$ cat src/rtl/mfcc_seq_if.sv
// Handshake bundle between the MFCC frame sequencer and its neighbours
// (window_buffer, Hamming_Window, FFT, and the run-control host).
//
// master : the sequencer side (drives the start pulses and status).
// slave  : the environment side (drives enable/clear, window_ready and
//          the done pulses).
//
// Signals:
//   enable_i        level, run the pipeline
//   clear_i         pulse, clear done/error/frame count, return to idle
//   window_ready_i  level, a full window is available
//   hamming_start_o pulse, start a Hamming pass over the current window
//   hamming_done_i  pulse, Hamming finished writing the frame buffer
//   start_move_o    pulse, slide the window
//   fft_start_o     pulse, frame buffer valid, FFT may start
//   fft_done_i      pulse, FFT finished reading the frame buffer
//   busy_o          sequencer or FFT active
//   done_o          sticky, frame limit reached and FFT drained
//   error_o         sticky, protocol or watchdog error
//   frame_count_o   frames handed to the FFT
//   state_o         FSM state (debug)
interface mfcc_seq_if #(
  parameter int FRAME_CNT_W = 16
);
  logic                   enable_i;
  logic                   clear_i;
  logic                   window_ready_i;
  logic                   hamming_start_o;
  logic                   hamming_done_i;
  logic                   start_move_o;
  logic                   fft_start_o;
  logic                   fft_done_i;
  logic                   busy_o;
  logic                   done_o;
  logic                   error_o;
  logic [FRAME_CNT_W-1:0] frame_count_o;
  logic [2:0]             state_o;

  modport master (
    input  enable_i, clear_i, window_ready_i, hamming_done_i, fft_done_i,
    output hamming_start_o, start_move_o, fft_start_o, busy_o, done_o,
           error_o, frame_count_o, state_o
  );

  modport slave (
    output enable_i, clear_i, window_ready_i, hamming_done_i, fft_done_i,
    input  hamming_start_o, start_move_o, fft_start_o, busy_o, done_o,
           error_o, frame_count_o, state_o
  );
endinterface

$ cat src/rtl/mfcc_frame_sequencer.sv
// Central sequencer for the MFCC frame path:
//   window_buffer -> Hamming_Window -> FFT
// Issues the Hamming start on a full window, the window slide and the FFT
// start for every frame, keeps the FFT frame buffer single-owner (no new
// Hamming pass while the FFT still reads it), counts frames and stops at
// NUM_FRAMES (0 = unlimited) or when enable drops.
//
// Ports:
//   clk  : clock, rising edge
//   rst  : asynchronous reset, active-high
//   bus  : mfcc_seq_if.master (enable/clear, window/Hamming/FFT handshakes,
//          busy/done/error status, frame count, state debug)
//
// Optional feature: define MFCC_SEQ_WATCHDOG_EN to add per-stage watchdog
// counters (Hamming pass and FFT occupancy). Hitting TIMEOUT_CYCLES sets
// error_o, forces S_ERROR and releases the frame buffer. Without the macro
// a stalled stage simply waits and TIMEOUT_CYCLES is unused.
module mfcc_frame_sequencer #(
  parameter int NUM_FRAMES     = 0,
  parameter int FRAME_CNT_W    = 16,
  parameter int TIMEOUT_CYCLES = 4096
) (
  input logic        clk,
  input logic        rst,
  mfcc_seq_if.master bus
);

  typedef enum logic [2:0] {
    S_IDLE     = 3'b000,
    S_WAIT_WIN = 3'b001,
    S_HAMMING  = 3'b010,
    S_MOVE     = 3'b011,
    S_DONE     = 3'b100,
    S_ERROR    = 3'b101
  } state_e;

  localparam logic [FRAME_CNT_W-1:0] FRAME_LIMIT = FRAME_CNT_W'(NUM_FRAMES);

  // Reject configurations that cannot produce a working counter.
  if (FRAME_CNT_W < 1 || TIMEOUT_CYCLES < 1) begin : g_bad_cfg
    $error("mfcc_frame_sequencer: FRAME_CNT_W and TIMEOUT_CYCLES must be >= 1");
  end

  state_e                 state_q, state_d;
  logic                   hamming_start_q, hamming_start_d;
  logic                   start_move_q, start_move_d;
  logic                   fft_start_q, fft_start_d;
  logic                   busy_q, busy_d;
  logic                   done_q, done_d;
  logic                   error_q, error_d;
  logic                   fft_busy_q, fft_busy_d;
  logic [FRAME_CNT_W-1:0] frame_count_q, frame_count_d;

  logic fft_free;
  logic proto_err;
  logic frame_limit_hit;
  logic wd_trip;

  assign frame_limit_hit = (NUM_FRAMES != 0) && (frame_count_q == FRAME_LIMIT);

`ifdef MFCC_SEQ_WATCHDOG_EN
  localparam int             WD_W    = $clog2(TIMEOUT_CYCLES + 1);
  localparam logic [WD_W-1:0] WD_LAST = WD_W'(TIMEOUT_CYCLES - 1);

  logic [WD_W-1:0] ham_wd_q, ham_wd_d;
  logic [WD_W-1:0] fft_wd_q, fft_wd_d;

  // Counters hold 0 on the first cycle of a stage, so a trip is seen
  // exactly TIMEOUT_CYCLES cycles after the stage started.
  assign wd_trip = ((state_q == S_HAMMING) && (ham_wd_q == WD_LAST)) ||
                   (fft_busy_q && (fft_wd_q == WD_LAST));

  always_comb begin
    ham_wd_d = '0;
    fft_wd_d = '0;
    if ((state_q == S_HAMMING) && (state_d == S_HAMMING)) ham_wd_d = ham_wd_q + 1'b1;
    if (fft_busy_q && fft_busy_d) fft_wd_d = fft_wd_q + 1'b1;
  end
`else
  assign wd_trip = 1'b0;
`endif

  always_comb begin
    state_d         = state_q;
    hamming_start_d = 1'b0;
    start_move_d    = 1'b0;
    fft_start_d     = 1'b0;
    done_d          = done_q;
    error_d         = error_q;
    frame_count_d   = frame_count_q;
    fft_busy_d      = fft_busy_q;

    // An FFT that finishes this cycle releases the buffer in time for the
    // next Hamming start, so frame k+1 starts one cycle after fft_done_i.
    fft_free  = !fft_busy_q || bus.fft_done_i;
    proto_err = (bus.hamming_done_i && (state_q != S_HAMMING)) ||
                (bus.fft_done_i && !fft_busy_q);

    // FFT completion is tracked even while clearing or in error, since the
    // FFT runs independently of the sequencer state.
    if (bus.fft_done_i && fft_busy_q) fft_busy_d = 1'b0;

    if (bus.clear_i) begin
      state_d       = S_IDLE;
      done_d        = 1'b0;
      error_d       = 1'b0;
      frame_count_d = '0;
    end else if (wd_trip) begin
      state_d    = S_ERROR;
      error_d    = 1'b1;
      fft_busy_d = 1'b0;
    end else if (proto_err) begin
      state_d = S_ERROR;
      error_d = 1'b1;
    end else begin
      case (state_q)
        S_IDLE: begin
          if (bus.enable_i) state_d = S_WAIT_WIN;
        end
        S_WAIT_WIN: begin
          if (!bus.enable_i) begin
            state_d = S_IDLE;
          end else if (bus.window_ready_i && fft_free) begin
            hamming_start_d = 1'b1;
            state_d         = S_HAMMING;
          end
        end
        S_HAMMING: begin
          // enable_i is deliberately ignored here: a started frame is
          // always handed to the FFT.
          if (bus.hamming_done_i) begin
            if (bus.fft_done_i) begin
              // Set and clear of the buffer owner collide: keep it owned.
              fft_busy_d = 1'b1;
              error_d    = 1'b1;
              state_d    = S_ERROR;
            end else begin
              fft_start_d   = 1'b1;
              start_move_d  = 1'b1;
              fft_busy_d    = 1'b1;
              frame_count_d = frame_count_q + 1'b1;
              state_d       = S_MOVE;
            end
          end
        end
        S_MOVE: begin
          // window_ready_i low means the slide was accepted.
          if (!bus.window_ready_i) begin
            if (frame_limit_hit)    state_d = S_DONE;
            else if (!bus.enable_i) state_d = S_IDLE;
            else                    state_d = S_WAIT_WIN;
          end
        end
        S_DONE: begin
          if (!fft_busy_d) done_d = 1'b1;
          // Leave only once drained so done_o is always set on exit.
          if (!bus.enable_i && !fft_busy_d) state_d = S_IDLE;
        end
        S_ERROR: begin
          state_d = S_ERROR;
        end
        default: begin
          state_d = S_ERROR;
          error_d = 1'b1;
        end
      endcase
    end

    busy_d = fft_busy_d ||
             !((state_d == S_IDLE) || (state_d == S_DONE) || (state_d == S_ERROR));
  end

  always_ff @(posedge clk or posedge rst) begin
    if (rst) begin
      state_q         <= S_IDLE;
      hamming_start_q <= 1'b0;
      start_move_q    <= 1'b0;
      fft_start_q     <= 1'b0;
      busy_q          <= 1'b0;
      done_q          <= 1'b0;
      error_q         <= 1'b0;
      fft_busy_q      <= 1'b0;
      frame_count_q   <= '0;
`ifdef MFCC_SEQ_WATCHDOG_EN
      ham_wd_q        <= '0;
      fft_wd_q        <= '0;
`endif
    end else begin
      state_q         <= state_d;
      hamming_start_q <= hamming_start_d;
      start_move_q    <= start_move_d;
      fft_start_q     <= fft_start_d;
      busy_q          <= busy_d;
      done_q          <= done_d;
      error_q         <= error_d;
      fft_busy_q      <= fft_busy_d;
      frame_count_q   <= frame_count_d;
`ifdef MFCC_SEQ_WATCHDOG_EN
      ham_wd_q        <= ham_wd_d;
      fft_wd_q        <= fft_wd_d;
`endif
    end
  end

  assign bus.hamming_start_o = hamming_start_q;
  assign bus.start_move_o    = start_move_q;
  assign bus.fft_start_o     = fft_start_q;
  assign bus.busy_o          = busy_q;
  assign bus.done_o          = done_q;
  assign bus.error_o         = error_q;
  assign bus.frame_count_o   = frame_count_q;
  assign bus.state_o         = state_q;

endmodule

$ cat src/flat_wrapper.sv
// flat-port wrapper written by rule: the top's interface ports become plain ports
module mfcc_frame_sequencer_flat 
#(
  parameter int NUM_FRAMES     = 0,
  parameter int FRAME_CNT_W    = 16,
  parameter int TIMEOUT_CYCLES = 4096
)
  (clk, rst, bus_enable_i, bus_clear_i, bus_window_ready_i, bus_hamming_done_i, bus_fft_done_i, bus_hamming_start_o, bus_start_move_o, bus_fft_start_o, bus_busy_o, bus_done_o, bus_error_o, bus_frame_count_o, bus_state_o);
  mfcc_seq_if #(.FRAME_CNT_W(FRAME_CNT_W)) bus_i ();
  input logic clk;
  input logic rst;
  input wire logic [$bits(bus_i.enable_i)-1:0] bus_enable_i;
  input wire logic [$bits(bus_i.clear_i)-1:0] bus_clear_i;
  input wire logic [$bits(bus_i.window_ready_i)-1:0] bus_window_ready_i;
  input wire logic [$bits(bus_i.hamming_done_i)-1:0] bus_hamming_done_i;
  input wire logic [$bits(bus_i.fft_done_i)-1:0] bus_fft_done_i;
  output wire logic [$bits(bus_i.hamming_start_o)-1:0] bus_hamming_start_o;
  output wire logic [$bits(bus_i.start_move_o)-1:0] bus_start_move_o;
  output wire logic [$bits(bus_i.fft_start_o)-1:0] bus_fft_start_o;
  output wire logic [$bits(bus_i.busy_o)-1:0] bus_busy_o;
  output wire logic [$bits(bus_i.done_o)-1:0] bus_done_o;
  output wire logic [$bits(bus_i.error_o)-1:0] bus_error_o;
  output wire logic [$bits(bus_i.frame_count_o)-1:0] bus_frame_count_o;
  output wire logic [$bits(bus_i.state_o)-1:0] bus_state_o;
  assign bus_i.enable_i = bus_enable_i;
  assign bus_i.clear_i = bus_clear_i;
  assign bus_i.window_ready_i = bus_window_ready_i;
  assign bus_i.hamming_done_i = bus_hamming_done_i;
  assign bus_i.fft_done_i = bus_fft_done_i;
  assign bus_hamming_start_o = bus_i.hamming_start_o;
  assign bus_start_move_o = bus_i.start_move_o;
  assign bus_fft_start_o = bus_i.fft_start_o;
  assign bus_busy_o = bus_i.busy_o;
  assign bus_done_o = bus_i.done_o;
  assign bus_error_o = bus_i.error_o;
  assign bus_frame_count_o = bus_i.frame_count_o;
  assign bus_state_o = bus_i.state_o;
  mfcc_frame_sequencer #(.NUM_FRAMES(NUM_FRAMES), .FRAME_CNT_W(FRAME_CNT_W), .TIMEOUT_CYCLES(TIMEOUT_CYCLES)) u_core (.clk(clk), .rst(rst), .bus(bus_i));
endmodule
$ cat config.mk
export PLATFORM = sky130hd
export DESIGN_NAME = mfcc_frame_sequencer_flat
export DESIGN_NICKNAME = d
export VERILOG_FILES = /design/src/rtl/mfcc_seq_if.sv /design/src/rtl/mfcc_frame_sequencer.sv /design/src/flat_wrapper.sv
export SDC_FILE = /design/constraint.sdc
export NUM_CORES = 1
export LEC_CHECK = 0
export ABC_AREA = 1
export CORE_MARGIN = 3
export CORE_UTILIZATION = 50
export CTS_BUF_LIST = sky130_fd_sc_hd__clkbuf_8
export DETAILED_ROUTE_END_ITERATION = 10
export MAX_ROUTING_LAYER = met4
export PLACE_DENSITY = 0.78
export SETUP_SLACK_MARGIN = 0.05
export SYNTH_ARGS = -nofsm -noshare
export SYNTH_HDL_FRONTEND = slang
export SYNTH_SLANG_ARGS = --single-unit
export TNS_END_PERCENT = 5
$ cat constraint.sdc
create_clock -name clk -period 2.9 [get_ports clk]
set_input_delay 0.58 -clock clk [delete_from_list [all_inputs] [get_ports clk]]
set_output_delay 0.58 -clock clk [all_outputs]
set_load 0.005 [all_outputs]
==> results_dict.tcl, run 1 <==
set metrics [dict create \
    status "completed" \
    cts_hold_buf 0 \
    period_share_pct 64.4 \
    path_clk_slew_ps 80 \
    wl_met2_um 1450 \
    yosysWarnings 0 \
    placedCellCount 276 \
    clock-root-buffer "clkbuf_8" \
    detail-route-antenna-nets 0 \
    fin_ws_ps 1030 \
    dpl.hpwl_um 2550 \
    worstPathArrival_ps 1290 \
    cts_num_sinks 25 \
    io-pin-count 32 \
    clock.fmax_ghz 0.535 \
    initial_core_util_pct 53.2 \
    maxCapViolations 0 \
    final_core_util_pct 67.5 \
    diodes 0 \
    grt_pass1_vias 1285 \
    clock_skew_ps 1.11 \
    ys_seq_area_share_pct 42.3 \
    die_w_um 60.4 \
    cp-end-kind "primary output" \
    htree_levels 1 \
    stdcell_count 280 \
    viasPerCell 5.12 \
    path_buf_inv 1 \
    met3_length_um 195 \
    max_stage_delay_ps 550 \
    ys_types 23 \
    portBuffers 31 \
    cp_slowest_cell "clkdlybuf4s50_1" \
    nets 258 \
    synth_seq_cells 25 \
    setup_viol_count_final 0 \
    rsz0062_at_grt "false" \
    top_layer_used "met4" \
    crit_type "reg -> out" \
    critical-path-top-delay-family "buffers and inverters" \
    tightest_slew_ps 314 \
    hold_viol 0 \
    cts_tree "yes" \
    avgSynthCellArea_sq_um 6.92 \
    slew_violations 0 \
    grt.overflow.total 0 \
    numCtsBuffers 3 \
    syn_inst 214 \
    die_h_um 60.4 \
    fin_hold_ws_ps 506 \
    p_total_mw 0.616 \
    max_slew_margin_pct 79.0 \
    track_usage_pct 20.8 \
    fin_tns_setup_ps 0 \
    placedInstanceArea_sq_um 1830 \
    insertion_delay_ps 260 \
    met1_length_um 1630 \
    num_vias 1433 \
    r2r_slack_ps 1480 \
    p_leak_nw 0.884 \
    syn_nets 222 \
    final_cell_area_sq_um 1880 \
    min_period_ps 1870 \
    worstPathCellList "clkdlybuf4s50_1" \
    area_delta_synth_final_pct 26.9 \
    drt_iter0_drc 65 \
    drt-pass1-iter-count 4 \
    cts_setup_buffers 0 \
    critPathLaunchType "register" \
    rows 19 \
    critical_path.max_fanout 7 \
    required_ps 2320 \
    drive_above_1_share_pct 6.43 \
    peakVddDrop_uv 298 \
    wl_per_cell_um 11.7 \
    grt_max_degree 26 \
    cts_repair_resize_count 0 \
    syn_area_sq_um 1480 \
    clockBufferDepth 2 \
    grt_first_pass_wirelength_um 5610 \
    p_per_area_nw_per_um2 328 \
    min_path_type "reg -> reg" \
    drc 0 \
    place_ws_ps 862 \
    dieArea_sq_um 3650 \
    routabilityCongestion 0.995 \
    routed_wl_um 3290 \
    antenna_found_initial 0 \
    core_area_sq_um 2780 \
]
==> cell usage in the layout, fill, tap and decap left out, types with 9 or more instances in the layout <==
cell type | Yosys | layout
nand2_1 | 55 | 55
inv_1 | 33 | 34
nor2_1 | 35 | 35
a21oi_1 | 9 | 9
nand4_1 | 9 | 9
clkdlybuf4s50_1 | 0 | 31
nand3_1 | 15 | 15
o21ai_0 | 11 | 11
dfrtp_1 | 25 | 25
==> cell type report <==
class | count | area (sq um)
Fill cell | 261 | 903
Clock buffer | 3 | 41.3
Tap cell | 31 | 38.8
Sequential cell | 25 | 626
Multi-Input combinational cell | 152 | 712
Inverter | 35 | 131
Timing Repair Buffer | 33 | 325
Clock inverter | 1 | 3.75
==> Yosys cell counts, drive strengths merged <==
cell type | number | area (sq um)
o21bai | 1 | 7.51
nor3 | 1 | 5.00
a21oi | 9 | 45.0
ha | 1 | 12.5
nand3b | 1 | 7.51
nand4 | 9 | 56.3
nand3 | 16 | 85.1
nand2 | 59 | 231
nor4 | 1 | 6.26
clkbuf | 1 | 3.75
clkinv | 1 | 3.75
buf | 1 | 7.51
o21a | 1 | 7.51
o21ai | 13 | 65.1
dfrtp | 25 | 626
inv | 34 | 128
nor2 | 40 | 183
==> where the power goes <==
part           total (mW)  leakage [nW]  switching (mW)  internal (mW)
logic              0.0602         0.514          0.0344         0.0257
clock network       0.198        0.0269           0.104         0.0946
registers           0.357         0.343         0.00486          0.352
==> path summary, 6_finish.rpt <==
path,endpoint,cells past startpoint,start
worst max-delay path,bus_frame_count_o[11],1,u_core.bus.frame_count_o[11]
worst min-delay path,u_core.bus.done_o,1,u_core.bus.done_o
worst max register to register,u_core.bus.frame_count_o[5],6,u_core.bus.state_o[2]
worst min register to register,u_core.bus.done_o,1,u_core.bus.done_o
max in group asynchronous,u_core.bus.frame_count_o[8],3,rst
min in group asynchronous,u_core.bus.hamming_start_o,3,rst
==> registers in the layout, summed over array words and instances, names as in the netlist <==
name,flops
u_core.bus.hamming_start_o,1
u_core.bus.busy_o,1
u_core.bus.start_move_o,1
u_core.bus.state_o,3
u_core.bus.done_o,1
u_core.bus.error_o,1
u_core.fft_busy_q,1
u_core.bus.frame_count_o,16
==> logic make-up (layout without fill, tap and decap cells) <==
kind of cell	after synthesis	in the layout	synth area share, %
buffers and inverters	37	72	9.64
flip-flops	25	25	42.3
AO/OA/AOI/OAI	24	24	8.45
adder cells (fa/ha/maj)	1	1	0.845
AND/OR/NAND/NOR	127	127	38.8
==> routing by layer <==
| metal | track usage, % | up-vias |
|---|---|---|
| met5 | - | - |
| met4 | 8.05 | 0 |
| met3 | 3.40 | 2 |
| met2 | 29.5 | 50 |
| met1 | 29.7 | 633 |
| li1 | - | 748 |
Note: power is estimated with default switching activity, not from simulation.
==> run 2, diff against run 1 <==
==> constraint.sdc (replaced) <==
create_clock -name clk -period 1.9 [get_ports clk]
set_input_delay 0.38 -clock clk [delete_from_list [all_inputs] [get_ports clk]]
set_output_delay 0.38 -clock clk [all_outputs]
set_load 0.005 [all_outputs]
==> results_dict.tcl, run 2 (same netlist as run 1, synthesis figures left out) <==
set metrics [dict create \
    cp-startpoint "u_core.bus.frame_count_o[11]" \
    rows 19 \
    slew_violations 0 \
    seq_power_share_pct 57.2 \
    clock-root-buffer "clkbuf_8" \
    final_core_util_pct 68.6 \
    viasPerCell 5.08 \
    status "completed" \
    wl_per_cell_um 11.7 \
    r2r_cells 6 \
    cts_hold_buf 0 \
    cts_setup_buffers 0 \
    diodes 0 \
    critical_path.max_fanout 7 \
    path_buf_inv 1 \
    internal_power_mw 0.729 \
    tightest_slew_ps 318 \
    insertion_delay_ps 260 \
    critPathLaunchType "register" \
    p_total_mw 0.952 \
    reg2reg_to "u_core.bus.frame_count_o[5]" \
    numCtsBuffers 3 \
    grt.overflow.total 0 \
    cp_slowest_cell "clkdlybuf4s50_1" \
    drt_iter0_drc 67 \
    path_clk_slew_ps 90 \
    hold_viol 0 \
    clockBufferDepth 2 \
    switching_power_mw 0.223 \
    fillCellCount 239 \
    cts_num_sinks 25 \
    maxCapViolations 0 \
    grt_first_pass_wirelength_um 5800 \
    detail-route-antenna-nets 0 \
    cts_tree "yes" \
    worstPathCellList "clkdlybuf4s50_1" \
    dieArea_sq_um 3650 \
    clock.fmax_ghz 0.606 \
    portBuffers 31 \
    track_usage_pct 21.6 \
    dpl.hpwl_um 2610 \
    final_common_cell "nand2_1" \
    r2r_slack_ps 490 \
    cts_repair_resize_count 0 \
    drt-pass1-iter-count 4 \
    die_h_um 60.4 \
    critical-path-top-delay-family "buffers and inverters" \
    htree_levels 1 \
    clock_skew_ps 2.45 \
    timing.rr.start "u_core.bus.state_o[0]" \
    multi_input_area_sq_um 712 \
    peakVddDrop_uv 441 \
    antenna_found_initial 0 \
    period_share_pct 86.9 \
    layout_common_cells "55 x nand2_1, 35 x nor2_1, 33 x inv_1, 31 x clkdlybuf4s50_1, 25 x dfrtp_1" \
    num_vias 1443 \
    routed_wl_um 3320 \
    fin_hold_ws_ps 463 \
    netSwitchingFraction_pct 23.5 \
    drive_above_1_share_pct 8.30 \
    initial_core_util_pct 53.2 \
    grt_pass1_vias 1303 \
    crit_type "reg -> out" \
    nets 262 \
    cp-end-kind "primary output" \
    die_w_um 60.4 \
    area_delta_synth_final_pct 29.0 \
    drc 0 \
    largest_reg_flops 16 \
    max_stage_delay_ps 540 \
    min_period_ps 1650 \
    rsz0062_at_grt "false" \
    core_area_sq_um 2780 \
    routabilityCongestion 0.998 \
    required_ps 1520 \
    p_leak_nw 0.902 \
    max_slew_margin_pct 78.8 \
    fin_tns_setup_ps 0 \
    p_comb_share_pct 10.3 \
    p_clk_share_pct 32.5 \
    io-pin-count 32 \
    setup_viol_count_final 0 \
    grt_max_degree 26 \
    p_per_area_nw_per_um2 499 \
    worstPathArrival_ps 1270 \
    ff_latch_area_sq_um 626 \
    min_path_type "in -> async" \
]
run 2: cell count changes in the layout (fill, tap and decap cells not counted), sizes merged:
cell and delta:
buf +4, clkinv +1, inv -1
run 2: worst max path at each step:
stage                             endpoint  depth (start not counted)
2_1_floorplan  u_core.bus.frame_count_o[3]                          6
3_3_place_gp   u_core.bus.frame_count_o[9]                          8
3_5_place_dp   u_core.bus.frame_count_o[9]                          8
4_1_cts              bus_frame_count_o[11]                          1
5_1_grt              bus_frame_count_o[11]                          1
6_report             bus_frame_count_o[11]                          1
run 2: metrics by stage:
stage | std cells | instance area, sq um | worst slack [ps]
2_1_floorplan | 214 | 1480 | 690
3_3_place_gp | 280 | 1860 | 109
3_5_place_dp | 280 | 1860 | 103
4_1_cts | 284 | 1910 | 244
5_1_grt | 284 | 1910 | 189
6_report | 284 | 1910 | 249
run 2: routing by layer:
metal	vias to the layer above	wire (um)	GRT usage [%]
met1	638	1680	33.0
met4	0	18	7.43
met5	-	0	-
met2	48	1410	29.5
li1	755	-	-
met3	2	216	2.55
run 2: power groups by stage:
stage	Clock (mW)	Sequential (mW)	Combinational, mW
floorplan	0	0.555	0.0483
global placement	0	0.555	0.0991
detailed placement	0	0.555	0.0986
CTS	0.320	0.545	0.0991
global route	0.348	0.546	0.110
finish	0.309	0.545	0.0985
run 2: cell type report:
type	count	area share (%)
inverter	35	6.88
clock buffer	3	2.16
clock inverter	1	0.262
sequential	25	32.8
multi-input combinational	152	37.3
timing repair buffer	37	18.6
tap	31	2.03
==> run 3, diff against run 2 <==
--- a/config.mk
+++ b/config.mk
@@ -7,11 +7,12 @@
 export LEC_CHECK = 0
 export ABC_AREA = 1
 export CORE_MARGIN = 3
-export CORE_UTILIZATION = 50
+export CORE_UTILIZATION = 40
 export CTS_BUF_LIST = sky130_fd_sc_hd__clkbuf_8
+export CTS_CLUSTER_SIZE = 40
 export DETAILED_ROUTE_END_ITERATION = 10
 export MAX_ROUTING_LAYER = met4
-export PLACE_DENSITY = 0.78
+export PLACE_DENSITY = 0.64
 export SETUP_SLACK_MARGIN = 0.05
 export SYNTH_ARGS = -nofsm -noshare
 export SYNTH_HDL_FRONTEND = slang
==> results_dict.tcl, run 3 (same netlist as run 1, synthesis figures left out) <==
set metrics [dict create \
    cts_setup_buffers 0 \
    rsz0062_at_grt "false" \
    num_vias 1434 \
    die_w_um 66.8 \
    period_share_pct 87.3 \
    wl_per_cell_um 11.7 \
    core_area_sq_um 3440 \
    cts_tree "yes" \
    detail-route-antenna-nets 0 \
    clock-root-buffer "clkbuf_8" \
    numCtsBuffers 3 \
    max_slew_margin_pct 78.5 \
    min_path_type "in -> async" \
    layout_common_cells "55 x nand2_1, 35 x nor2_1, 34 x inv_1, 31 x clkdlybuf4s50_1, 25 x dfrtp_1" \
    critical-path-top-delay-family "buffers and inverters" \
    final_cell_area_sq_um 1920 \
    antenna_found_initial 0 \
    area_delta_synth_final_pct 29.7 \
    final_common_cell "nand2_1" \
    p_per_area_nw_per_um2 495 \
    drt-pass1-iter-count 4 \
    viasPerCell 4.81 \
    min_period_ps 1660 \
    clock.fmax_ghz 0.603 \
    placedInstanceArea_sq_um 1870 \
    max_stage_delay_ps 540 \
    htree_levels 1 \
    crit_type "reg -> out" \
    routed_wl_um 3480 \
    die_h_um 66.8 \
    reg2reg_to "u_core.bus.frame_count_o[15]" \
    slew_violations 0 \
    clock_skew_ps 3.77 \
    io-pin-count 32 \
    routabilityCongestion 0.887 \
    clockBufferDepth 2 \
    rows 21 \
    portBuffers 31 \
    fin_tns_setup_ps 0 \
    peakVddDrop_uv 383 \
    grt_pass1_vias 1324 \
    hold_viol 0 \
    grt.overflow.total 0 \
    path_clk_slew_ps 90 \
    dpl.hpwl_um 2660 \
    drive_above_1_share_pct 7.54 \
    p_total_mw 0.950 \
    grt_first_pass_wirelength_um 6040 \
    critical_path.max_fanout 7 \
    critPathLaunchType "register" \
    nets 261 \
    worstPathArrival_ps 1280 \
    cp_slowest_cell "clkdlybuf4s50_1" \
    path_buf_inv 1 \
    track_usage_pct 18.0 \
    r2r_slack_ps 490 \
    required_ps 1520 \
    largest_reg_flops 16 \
    maxCapViolations 0 \
    r2r_cells 7 \
    cp-end-kind "primary output" \
    drc 0 \
    tightest_slew_ps 323 \
    cts_hold_buf 0 \
    setup_viol_count_final 0 \
    p_leak_nw 0.898 \
    timing.rr.start "u_core.bus.state_o[0]" \
    diodes 0 \
    drt_iter0_drc 70 \
    cts_repair_resize_count 0 \
    status "completed" \
    initial_core_util_pct 43.0 \
    insertion_delay_ps 260 \
    cts_num_sinks 25 \
    worstPathCellList "clkdlybuf4s50_1" \
    dieArea_sq_um 4470 \
    grt_max_degree 26 \
]
==> run 3: cell count changes in the layout (fill, tap and decap cells not counted) <==
cell / change
buf_4: -1
clkinv_2: -1
inv_1: +1
==> run 3: where the power goes <==
part | switching [mW] | internal, mW
clock | 0.163 | 0.144
combinational | 0.0549 | 0.0433
sequential | 0.00654 | 0.538
==> run 3: worst max-delay path by stage <==
stage | from | end | slack (ps) | depth (start not counted)
global route | u_core.bus.frame_count_o[11] | bus_frame_count_o[11] | 200 | 1
global placement | bus_hamming_done_i | u_core.bus.frame_count_o[11] | 100 | 8
detailed placement | bus_hamming_done_i | u_core.bus.frame_count_o[9] | 80 | 8
CTS | u_core.bus.frame_count_o[11] | bus_frame_count_o[11] | 240 | 1
finish | u_core.bus.frame_count_o[11] | bus_frame_count_o[11] | 240 | 1
floorplan | u_core.bus.state_o[2] | u_core.bus.frame_count_o[3] | 690 | 6
==> run 3: layout make-up <==
class | instances | area, sq um
clock inverter | 1 | 3.75
tap | 46 | 57.6
timing repair buffer | 36 | 348
sequential | 25 | 626
multi-input combinational | 152 | 712
inverter | 35 | 131
clock buffer | 3 | 41.3
fill | 353 | 1520
==> run 3: per-layer routing <==
metal  global-route usage [%]  vias up  part of all wire (%)
met3                     2.87        6                   4.2
met5                        -        -                     0
met1                     26.6      643                    55
met2                     25.0       33                    39
met4                     5.84        0                   1.5
li1                         -      752                     -
==> run 3: metrics by stage <==
step | hold slack, ps | setup slack (ps) | utilization [%] | instances
floorplan | 407 | 690 | - | 214
global placement | 483 | 100 | 54.5 | 294
detailed placement | 493 | 83.8 | 54.5 | 294
CTS | 478 | 236 | 55.8 | 298
global route | 499 | 197 | 55.8 | 298
finish | 465 | 241 | 55.8 | 298
